`src/rtl/vicmidi_pkg.sv`:
```
// Shared constants for the VIC-MIDI UART: register map, STATUS/CTRL bit
// positions and the TX/RX state encodings.
package vicmidi_pkg;

   localparam logic [2:0] ADDR_DATA   = 3'd0;
   localparam logic [2:0] ADDR_STATUS = 3'd1;
   localparam logic [2:0] ADDR_CTRL   = 3'd2;
   localparam logic [2:0] ADDR_COUNT  = 3'd3;

   localparam int unsigned ST_RX_AVAIL = 0;
   localparam int unsigned ST_TX_READY = 1;
   localparam int unsigned ST_OVERRUN  = 2;
   localparam int unsigned ST_FRAMING  = 3;
   localparam int unsigned ST_IRQ      = 7;

   localparam int unsigned CT_PORT_SEL = 0;
   localparam int unsigned CT_RX_IE    = 1;
   localparam int unsigned CT_TX_IE    = 2;
   localparam int unsigned CT_THRU     = 3;

   localparam logic [1:0] TX_IDLE  = 2'd0;
   localparam logic [1:0] TX_START = 2'd1;
   localparam logic [1:0] TX_DATA  = 2'd2;
   localparam logic [1:0] TX_STOP  = 2'd3;

   localparam logic [1:0] RX_IDLE  = 2'd0;
   localparam logic [1:0] RX_START = 2'd1;
   localparam logic [1:0] RX_DATA  = 2'd2;
   localparam logic [1:0] RX_STOP  = 2'd3;

endpackage

```
`src/rtl/vicmidi_uart_if.sv`:
```
// Cartridge I/O register bus between the host decode and the UART.
interface vicmidi_uart_if;
   logic       cs;
   logic       r_w;
   logic [2:0] address;
   logic [7:0] data_in;
   logic [7:0] data_out;
   logic       irq;

   modport master (output cs, r_w, address, data_in, input data_out, irq);
   modport slave  (input cs, r_w, address, data_in, output data_out, irq);
endinterface

```
`src/rtl/vicmidi_fifo.sv`:
```
// Synchronous RX FIFO; a pop frees a slot for a push in the same cycle even when full.
module vicmidi_fifo #(
   parameter int unsigned DEPTH = 16,
   parameter int unsigned WIDTH = 8
) (
   input  logic                     clock,
   input  logic                     reset,
   input  logic                     push,
   input  logic                     pop,
   input  logic [WIDTH-1:0]         wdata,
   output logic [WIDTH-1:0]         rdata,
   output logic                     full,
   output logic                     empty,
   output logic [$clog2(DEPTH):0]   count
);

   localparam int unsigned PTR_W = $clog2(DEPTH);
   localparam int unsigned OCC_W = PTR_W + 1;

   logic [WIDTH-1:0] mem [DEPTH];
   logic [PTR_W-1:0] wr_ptr;
   logic [PTR_W-1:0] rd_ptr;
   logic [OCC_W-1:0] occ;
   logic             do_push;
   logic             do_pop;

   assign do_pop  = pop && !empty;
   assign do_push = push && (!full || do_pop);

   always_ff @(posedge clock) begin
      if (do_push) mem[wr_ptr] <= wdata;
   end

   always_ff @(posedge clock) begin
      if (reset) begin
         wr_ptr <= '0;
         rd_ptr <= '0;
         occ    <= '0;
      end else begin
         if (do_push) wr_ptr <= wr_ptr + PTR_W'(1);
         if (do_pop)  rd_ptr <= rd_ptr + PTR_W'(1);
         case ({do_push, do_pop})
            2'b10:   occ <= occ + OCC_W'(1);
            2'b01:   occ <= occ - OCC_W'(1);
            default: occ <= occ;
         endcase
      end
   end

   assign full  = (occ == OCC_W'(DEPTH));
   assign empty = (occ == '0);
   assign count = occ;
   assign rdata = mem[rd_ptr];

endmodule

```
`src/rtl/vicmidi_uart.sv`:
```
// VIC-MIDI UART: register-mapped 8N1 transmitter, FIFO-buffered receiver,
// MIDI/RS-232 port routing with optional MIDI THRU and an interrupt request.
module vicmidi_uart
   import vicmidi_pkg::*;
#(
   parameter int unsigned DIV_MIDI   = 32,
   parameter int unsigned DIV_RS232  = 106,
   parameter int unsigned FIFO_DEPTH = 16
) (
   input  logic          clock,
   input  logic          reset,
   vicmidi_uart_if.slave bus,
   input  logic          midi_rxd,
   input  logic          rs232_rxd,
   output logic          midi_txd,
   output logic          rs232_txd
);

   localparam int unsigned MAX_DIV = (DIV_RS232 > DIV_MIDI) ? DIV_RS232 : DIV_MIDI;
   localparam int unsigned CNT_W   = $clog2(MAX_DIV) + 1;
   localparam int unsigned OCC_W   = $clog2(FIFO_DEPTH) + 1;

   logic [3:0]       ctrl;
   logic             overrun, framing_err;
   logic [1:0]       midi_sync, rs_sync;
   logic             rx_in, rx_prev;

   logic [1:0]       tx_state, tx_state_n;
   logic [CNT_W-1:0] tx_cnt, tx_cnt_n, tx_div, tx_div_n;
   logic [2:0]       tx_bits, tx_bits_n;
   logic [7:0]       tx_shift, tx_shift_n, hold_data;
   logic             hold_full, tx_load, tx_last, tx_line;

   logic [1:0]       rx_state, rx_state_n;
   logic [CNT_W-1:0] rx_cnt, rx_cnt_n;
   logic [2:0]       rx_bits, rx_bits_n;
   logic [7:0]       rx_shift, rx_shift_n;
   logic             rx_push, set_fe, set_ov, rx_last, rx_half;

   logic             fifo_full, fifo_empty;
   logic [7:0]       fifo_rdata;
   logic [OCC_W-1:0] fifo_count;

   logic             wr_data, wr_status, wr_ctrl, rd_data, pop, port_chg;
   logic             port_sel, thru, tx_ready, rx_avail, irq_int;
   logic [CNT_W-1:0] act_div;
   logic [7:0]       rdata;

   assign wr_data   = bus.cs && !bus.r_w && (bus.address == ADDR_DATA);
   assign wr_status = bus.cs && !bus.r_w && (bus.address == ADDR_STATUS);
   assign wr_ctrl   = bus.cs && !bus.r_w && (bus.address == ADDR_CTRL);
   assign rd_data   = bus.cs &&  bus.r_w && (bus.address == ADDR_DATA);
   assign pop       = rd_data && !fifo_empty;

   assign port_sel  = ctrl[CT_PORT_SEL];
   assign thru      = ctrl[CT_THRU];
   assign port_chg  = wr_ctrl && (bus.data_in[CT_PORT_SEL] != port_sel);
   assign act_div   = port_sel ? CNT_W'(DIV_RS232) : CNT_W'(DIV_MIDI);
   assign tx_ready  = !hold_full;
   assign rx_avail  = !fifo_empty;

   // Both inputs are synchronised so THRU works whichever port is selected
   always_ff @(posedge clock) begin
      if (reset) begin
         midi_sync <= 2'b11;
         rs_sync   <= 2'b11;
         rx_prev   <= 1'b1;
      end else begin
         midi_sync <= {midi_sync[0], midi_rxd};
         rs_sync   <= {rs_sync[0], rs232_rxd};
         rx_prev   <= rx_in;
      end
   end

   assign rx_in = port_sel ? rs_sync[1] : midi_sync[1];

   always_ff @(posedge clock) begin
      if (reset) begin
         ctrl        <= '0;
         overrun     <= 1'b0;
         framing_err <= 1'b0;
         hold_full   <= 1'b0;
         hold_data   <= '0;
      end else begin
         if (wr_ctrl) ctrl <= bus.data_in[3:0];
         if (set_ov) overrun <= 1'b1;
         else if (wr_status && bus.data_in[ST_OVERRUN]) overrun <= 1'b0;
         if (set_fe) framing_err <= 1'b1;
         else if (wr_status && bus.data_in[ST_FRAMING]) framing_err <= 1'b0;
         if (tx_load) begin
            hold_full <= 1'b0;
         end else if (wr_data && !hold_full) begin
            hold_full <= 1'b1;
            hold_data <= bus.data_in;
         end
      end
   end

   always_ff @(posedge clock) begin
      if (reset) begin
         tx_state <= TX_IDLE;
         tx_cnt   <= '0;
         tx_div   <= '0;
         tx_bits  <= '0;
         tx_shift <= '0;
      end else begin
         tx_state <= tx_state_n;
         tx_cnt   <= tx_cnt_n;
         tx_div   <= tx_div_n;
         tx_bits  <= tx_bits_n;
         tx_shift <= tx_shift_n;
      end
   end

   assign tx_last = (tx_cnt == tx_div - CNT_W'(1));

   // TX: divisor is latched per frame; a full holding register chains straight from STOP
   always_comb begin
      tx_state_n = tx_state;
      tx_cnt_n   = tx_cnt;
      tx_div_n   = tx_div;
      tx_bits_n  = tx_bits;
      tx_shift_n = tx_shift;
      tx_load    = 1'b0;
      case (tx_state)
         TX_IDLE: begin
            if (hold_full) begin
               tx_load    = 1'b1;
               tx_shift_n = hold_data;
               tx_div_n   = act_div;
               tx_cnt_n   = '0;
               tx_state_n = TX_START;
            end
         end
         TX_START: begin
            if (tx_last) begin
               tx_cnt_n   = '0;
               tx_bits_n  = '0;
               tx_state_n = TX_DATA;
            end else tx_cnt_n = tx_cnt + CNT_W'(1);
         end
         TX_DATA: begin
            if (tx_last) begin
               tx_cnt_n   = '0;
               tx_shift_n = {1'b0, tx_shift[7:1]};
               tx_bits_n  = tx_bits + 3'd1;
               if (tx_bits == 3'd7) tx_state_n = TX_STOP;
            end else tx_cnt_n = tx_cnt + CNT_W'(1);
         end
         default: begin
            if (tx_last) begin
               tx_cnt_n = '0;
               if (hold_full) begin
                  tx_load    = 1'b1;
                  tx_shift_n = hold_data;
                  tx_div_n   = act_div;
                  tx_state_n = TX_START;
               end else tx_state_n = TX_IDLE;
            end else tx_cnt_n = tx_cnt + CNT_W'(1);
         end
      endcase
   end

   assign tx_line = (tx_state == TX_START) ? 1'b0 :
                    (tx_state == TX_DATA)  ? tx_shift[0] : 1'b1;

   always_ff @(posedge clock) begin
      if (reset) begin
         rx_state <= RX_IDLE;
         rx_cnt   <= '0;
         rx_bits  <= '0;
         rx_shift <= '0;
      end else begin
         rx_state <= rx_state_n;
         rx_cnt   <= rx_cnt_n;
         rx_bits  <= rx_bits_n;
         rx_shift <= rx_shift_n;
      end
   end

   assign rx_last = (rx_cnt == act_div - CNT_W'(1));
   assign rx_half = (rx_cnt == (act_div >> 1) - CNT_W'(1));

   // RX: mid-bit sampling; a port switch abandons any frame in progress
   always_comb begin
      rx_state_n = rx_state;
      rx_cnt_n   = rx_cnt;
      rx_bits_n  = rx_bits;
      rx_shift_n = rx_shift;
      rx_push    = 1'b0;
      set_fe     = 1'b0;
      set_ov     = 1'b0;
      case (rx_state)
         RX_IDLE: begin
            if (rx_prev && !rx_in) begin
               rx_cnt_n   = '0;
               rx_state_n = RX_START;
            end
         end
         RX_START: begin
            if (rx_half) begin
               rx_cnt_n   = '0;
               rx_bits_n  = '0;
               rx_state_n = rx_in ? RX_IDLE : RX_DATA;
            end else rx_cnt_n = rx_cnt + CNT_W'(1);
         end
         RX_DATA: begin
            if (rx_last) begin
               rx_cnt_n   = '0;
               rx_shift_n = {rx_in, rx_shift[7:1]};
               rx_bits_n  = rx_bits + 3'd1;
               if (rx_bits == 3'd7) rx_state_n = RX_STOP;
            end else rx_cnt_n = rx_cnt + CNT_W'(1);
         end
         default: begin
            if (rx_last) begin
               rx_cnt_n   = '0;
               rx_state_n = RX_IDLE;
               if (!rx_in) set_fe = 1'b1;
               else if (fifo_full && !pop) set_ov = 1'b1;
               else rx_push = 1'b1;
            end else rx_cnt_n = rx_cnt + CNT_W'(1);
         end
      endcase
      if (port_chg) begin
         rx_state_n = RX_IDLE;
         rx_cnt_n   = '0;
         rx_push    = 1'b0;
         set_fe     = 1'b0;
         set_ov     = 1'b0;
      end
   end

   vicmidi_fifo #(.DEPTH(FIFO_DEPTH), .WIDTH(8)) u_fifo (
      .clock (clock),
      .reset (reset),
      .push  (rx_push),
      .pop   (pop),
      .wdata (rx_shift),
      .rdata (fifo_rdata),
      .full  (fifo_full),
      .empty (fifo_empty),
      .count (fifo_count)
   );

   assign irq_int = (ctrl[CT_RX_IE] && rx_avail) || (ctrl[CT_TX_IE] && tx_ready) ||
                    overrun || framing_err;

   always_comb begin
      rdata = '0;
      case (bus.address)
         ADDR_DATA:   rdata = fifo_empty ? 8'h00 : fifo_rdata;
         ADDR_STATUS: begin
            rdata[ST_RX_AVAIL] = rx_avail;
            rdata[ST_TX_READY] = tx_ready;
            rdata[ST_OVERRUN]  = overrun;
            rdata[ST_FRAMING]  = framing_err;
            rdata[ST_IRQ]      = irq_int;
         end
         ADDR_CTRL:   rdata = {4'b0000, ctrl};
         ADDR_COUNT:  rdata = 8'(fifo_count);
         default:     rdata = '0;
      endcase
   end

   assign bus.data_out = rdata;
   assign bus.irq      = irq_int;
   assign rs232_txd    = port_sel ? tx_line : 1'b1;
   assign midi_txd     = thru ? midi_sync[1] : (port_sel ? 1'b1 : tx_line);

endmodule

```
`src/flat_wrapper.sv`:
```
// flat-port wrapper written by rule: the top's interface ports become plain ports
module vicmidi_uart_flat import vicmidi_pkg::*;
#(
   parameter int unsigned DIV_MIDI   = 32,
   parameter int unsigned DIV_RS232  = 106,
   parameter int unsigned FIFO_DEPTH = 16
)
  (clock, reset, midi_rxd, rs232_rxd, midi_txd, rs232_txd, bus_cs, bus_r_w, bus_address, bus_data_in, bus_data_out, bus_irq);
  vicmidi_uart_if bus_i ();
  input  logic clock;
  input  logic reset;
  input  logic midi_rxd;
  input  logic rs232_rxd;
  output logic midi_txd;
  output logic rs232_txd;
  input wire logic [$bits(bus_i.cs)-1:0] bus_cs;
  input wire logic [$bits(bus_i.r_w)-1:0] bus_r_w;
  input wire logic [$bits(bus_i.address)-1:0] bus_address;
  input wire logic [$bits(bus_i.data_in)-1:0] bus_data_in;
  output wire logic [$bits(bus_i.data_out)-1:0] bus_data_out;
  output wire logic [$bits(bus_i.irq)-1:0] bus_irq;
  assign bus_i.cs = bus_cs;
  assign bus_i.r_w = bus_r_w;
  assign bus_i.address = bus_address;
  assign bus_i.data_in = bus_data_in;
  assign bus_data_out = bus_i.data_out;
  assign bus_irq = bus_i.irq;
  vicmidi_uart #(.DIV_MIDI(DIV_MIDI), .DIV_RS232(DIV_RS232), .FIFO_DEPTH(FIFO_DEPTH)) u_core (.clock(clock), .reset(reset), .bus(bus_i), .midi_rxd(midi_rxd), .rs232_rxd(rs232_rxd), .midi_txd(midi_txd), .rs232_txd(rs232_txd));
endmodule
```
`config.mk`:
```
export PLATFORM = sky130hd
export DESIGN_NAME = vicmidi_uart_flat
export DESIGN_NICKNAME = d
export VERILOG_FILES = /design/src/rtl/vicmidi_pkg.sv /design/src/rtl/vicmidi_uart_if.sv /design/src/rtl/vicmidi_fifo.sv /design/src/rtl/vicmidi_uart.sv /design/src/flat_wrapper.sv
export SDC_FILE = /design/constraint.sdc
export NUM_CORES = 1
export LEC_CHECK = 0
export ABC_AREA = 0
export BUFFER_PORTS_ARGS = -buffer_cell sky130_fd_sc_hd__buf_4
export CAP_MARGIN = 10
export CORE_MARGIN = 2
export CORE_UTILIZATION = 30
export DETAILED_ROUTE_END_ITERATION = 8
export PLACE_DENSITY_LB_ADDON = 0.05
export SLEW_MARGIN = 20
export SYNTH_ARGS = -nofsm -noshare
export SYNTH_HDL_FRONTEND = slang
export SYNTH_SLANG_ARGS = --single-unit
```
`constraint.sdc`:
```
create_clock -name clock -period 5 [get_ports clock]
set_input_delay 0.25 -clock clock [delete_from_list [all_inputs] [get_ports clock]]
set_output_delay 0.25 -clock clock [all_outputs]
set_load 0.01 [all_outputs]
```
==> flow_metrics.py <==
metrics = {
    "synth": {
        "synth.area.top_cells": "edfxtp_1 (42%), dfxtp_1 (18%), mux4_2 (9.9%)",
        "synth_warnings": 0,
        "synthXorXnorAreaFrac_pct": 2.02,
        "yosys_most_used_dff": "edfxtp_1",
        "distinct_cell_type_count_of_the_synthesized_netlist": 66,
        "post_synth_fa_ha_maj_area_fraction_pct": 3.29,
        "asyncSetResetFlopFracSynth_pct": 0,
        "synth_top_family_by_area": "multiplexers",
        "synth_top_area_cell": "edfxtp_1",
        "synth_edf_count": 128,
        "synth_sequential_area_ratio_pct": 60.0,
        "ys_ff_latch": 209,
        "syn_area_um2": 9110,
        "synth_simple_gate_area_share_pct": 11.2,
        "synth_compound_area_share_pct": 7.77,
        "postSynthCellCount": 684,
        "syn-num-nets": 725,
        "syn_avg_cell_area_um2": 13.3,
        "synth.top_cell.area_share_pct": 42.2,
        "post_synthesis_mux_area_share_pct": 13.1,
    },
    "timing": {
        "slew_violations": 0,
        "setup-tns-final_ns": 0,
        "fin_worst_skew_ns": 0.0168,
        "final_hold_viol_count": 0,
        "setup_violations": 0,
        "clock.fmax_ghz": 0.279,
        "grt_setup_unrepaired": "no",
        "period_needed_ns": 3.59,
        "worstMarginPinSlew_ns": 1.07,
        "worst_slew_margin_rel_pct": 28.3,
        "post-route-period-util_pct": 71.7,
    },
    "grt": {
        "vias_in_the_first_global_route": 5646,
        "grt_antenna_before_repair": 0,
        "grt_pass1_wl_um": 34300,
        "grt_max_degree": 70,
        "gr-usage-all-layers_pct": 14.4,
        "gr-total-overflow": 0,
    },
    "floorplanning": {
        "die_area_um2": 31800,
        "fp.coreArea_um2": 29800,
        "boundary_pins": 28,
        "initial_utilization_pct": 30.6,
        "die_w_um": 178,
        "die_height_um": 178,
        "placementRows": 63,
    },
    "detailed_routing": {
        "ant_nets": 0,
        "wire_per_inst_um": 19.9,
        "via_count": 5502,
        "drc": 0,
        "first_pass_iters": 4,
        "dr.first_iter.drc_count": 233,
        "post_drt_via_cell_ratio": 4.91,
        "detail_route.wirelength_um": 22300,
    },
    "setup_path": {
        "critPathMaxFanout": 15,
        "reg2regPathDepth": 13,
        "worst-setup-path-type": "flop to flop",
        "cp-end-kind": "flop",
        "crit_arrival_ns": 3.96,
        "worst-endpoint-required_ns": 5.37,
        "crit_path_start_kind": "flop",
    },
    "pwr": {
        "powerDensity_nw_per_um2": 365,
        "vdd_drop_max_mv": 0.247,
        "p_leak_uw": 0.00350,
    },
    "clock_network": {
        "clkSlewWorstSetupHoldPaths_ns": 0.06,
        "number_of_buffers_added_by_the_clock_tree_synthesis_step": 24,
        "postCtsSetupRepairBufs": 0,
        "cts_htree_levels": 1,
        "cts_tree": "done",
        "clockRootBuffer": "clkbuf_16",
        "latest_clock_arrival_within_the_worst_skew_pair_ns": 0.53,
        "cts-root-to-sink-buffers": 3,
        "numClockSinks": 209,
    },
    "worst_hold_path": {
        "hold-path-cell-count": 4,
        "hold_class": "input pin to flop",
    },
    "placed_design": {
        "dp_hpwl_um": 14700,
        "post-place-cells": 1068,
        "port_buffers": 27,
        "gp_congestion": 0.758,
    },
    "layout": {
        "post_route_cells_drive_above_1_share_pct": 17.5,
        "diodes_inserted": 0,
        "design.final.nets": 755,
        "flow.area_growth_from_synthesis_pct": 15.9,
        "final_util_pct": 35.5,
        "final.fill_count": 2892,
        "final_cell_count_no_fill": 1120,
    },
    "run_status": {
        "status": "completed",
    },
    "run": {
        "cap_violations": 0,
    },
}
## through the flow
stage | total power [µW] | setup slack (ns) | hold slack [ns] | area [µm²]
CTS | 3920 | 1.34 | 0.0863 | 10600
global route | 4020 | 1.01 | 0.111 | 10600
global placement | 2140 | 1.45 | 0.405 | 9680
floorplan | 2070 | 2.07 | 0.354 | 9110
finish | 3860 | 1.41 | 0.110 | 10600
detailed placement | 2140 | 1.42 | 0.406 | 9690
## final cells by class
class | instances | area, µm² | area share, %
clock inverter | 8 | 129 | 1.22
tap | 390 | 488 | 4.62
sequential | 209 | 5470 | 51.8
multi-input combinational | 417 | 3420 | 32.4
inverter | 21 | 78.8 | 0.746
timing repair buffer | 41 | 333 | 3.15
clock buffer | 34 | 648 | 6.14
## critical path, stage by stage, from the launching register on
cell       delay, ns
dfxtp_1         0.69
nor4b_1         0.30
a22o_1          0.28
o2111ai_1       0.17
nor2_1          0.39
inv_1           0.14
ha_1            0.33
xor2_1          0.18
ha_1            0.20
a21oi_1         0.25
a31oi_1         0.13
a21oi_1         0.20
xnor2_1         0.13
nor2_1          0.05
## state kept, by name (all words and copies together) (netlist names), named ones only
register,flops
u_core.overrun,1
u_core.rs_sync,2
u_core.tx_cnt,8
u_core.u_fifo.wr_ptr,4
u_core.hold_full,1
u_core.rx_state,2
u_core.tx_shift,8
u_core.tx_div,2
u_core.tx_state,2
u_core.framing_err,1
u_core.rx_shift,8
u_core.u_fifo.rd_ptr,4
u_core.tx_bits,3
u_core.hold_data,8
u_core.u_fifo.count,5
u_core.rx_bits,3
u_core.rx_prev,1
u_core.rx_cnt,8
u_core.u_fifo.mem,128
u_core.midi_sync,2
u_core.ctrl,4
## per-layer routing
layer	track usage, %	up-vias	part of all wire (%)
li1	-	2618	-
met1	18.3	2771	44
met2	25.7	84	50
met3	2.51	29	4.2
met4	3.25	0	1.9
met5	0	-	0
## synthesized netlist by cell type, types with 3 or more instances
library cell / instances
and3_1: 4
a22oi_1: 7
o22ai_1: 3
nand3_1: 25
nor3_1: 11
xor2_1: 12
nor2_1: 75
a211oi_1: 7
mux4_2: 40
or2_2: 5
mux2_2: 5
nor4b_1: 3
xnor2_1: 9
o21ai_0: 13
nand2b_1: 12
ha_1: 24
a21oi_1: 32
clkbuf_1: 25
a211oi_2: 3
edfxtp_1: 128
mux2i_1: 24
nand2_1: 39
nor2b_1: 9
buf_2: 9
inv_1: 21
a311oi_1: 6
dfxtp_1: 81
## layout by cell type, fill, tap and decap left out, drive strengths merged, types with 3 or more instances in the layout
master / synthesis / routed
clkbuf: 25 / 34
clkinv: 0 / 5
and3: 4 / 4
mux2: 5 / 5
edfxtp: 128 / 128
xnor2: 9 / 9
o21ai: 13 / 13
nor2: 75 / 75
or2: 5 / 5
nor3: 12 / 12
nand2b: 12 / 12
dfxtp: 81 / 81
nor4b: 4 / 4
a211oi: 11 / 11
buf: 12 / 31
inv: 21 / 21
bufinv: 0 / 3
xor2: 12 / 12
a22oi: 7 / 7
nor4: 3 / 3
mux4: 40 / 40
o22ai: 3 / 3
a311oi: 6 / 6
ha: 24 / 24
nand2: 40 / 40
dlygate4sd3: 0 / 10
a21oi: 32 / 32
nor2b: 9 / 9
nand3: 25 / 25
mux2i: 24 / 24
## final timing paths
check                       from                      to  slack, ns
max               u_core.ctrl[0]  u_core.u_fifo.count[4]       1.41
min                      bus_r_w          u_core.ctrl[3]       0.11
max reg2reg       u_core.ctrl[0]  u_core.u_fifo.count[4]       1.41
min reg2reg  u_core.midi_sync[0]     u_core.midi_sync[1]       0.42
## kinds of logic after synthesis
group / after synthesis
flops: 209
simple gates: 205
compound gates: 98
mux: 69
buf+inv: 58
fa+ha+maj: 24
xor+xnor: 21
## what timing repair did
item | 4_1_cts | 5_1_grt
gates resized for setup | 0 | 0
hold endpoints to repair | 12 | 0
hold buffers | 10 | 0
## report_power, final
group	internal (µW)	switching, µW
Sequential	1830	18.7
Clock	1060	695
Combinational	101	156
No activity file was read; power rests on OpenSTA's default activity.
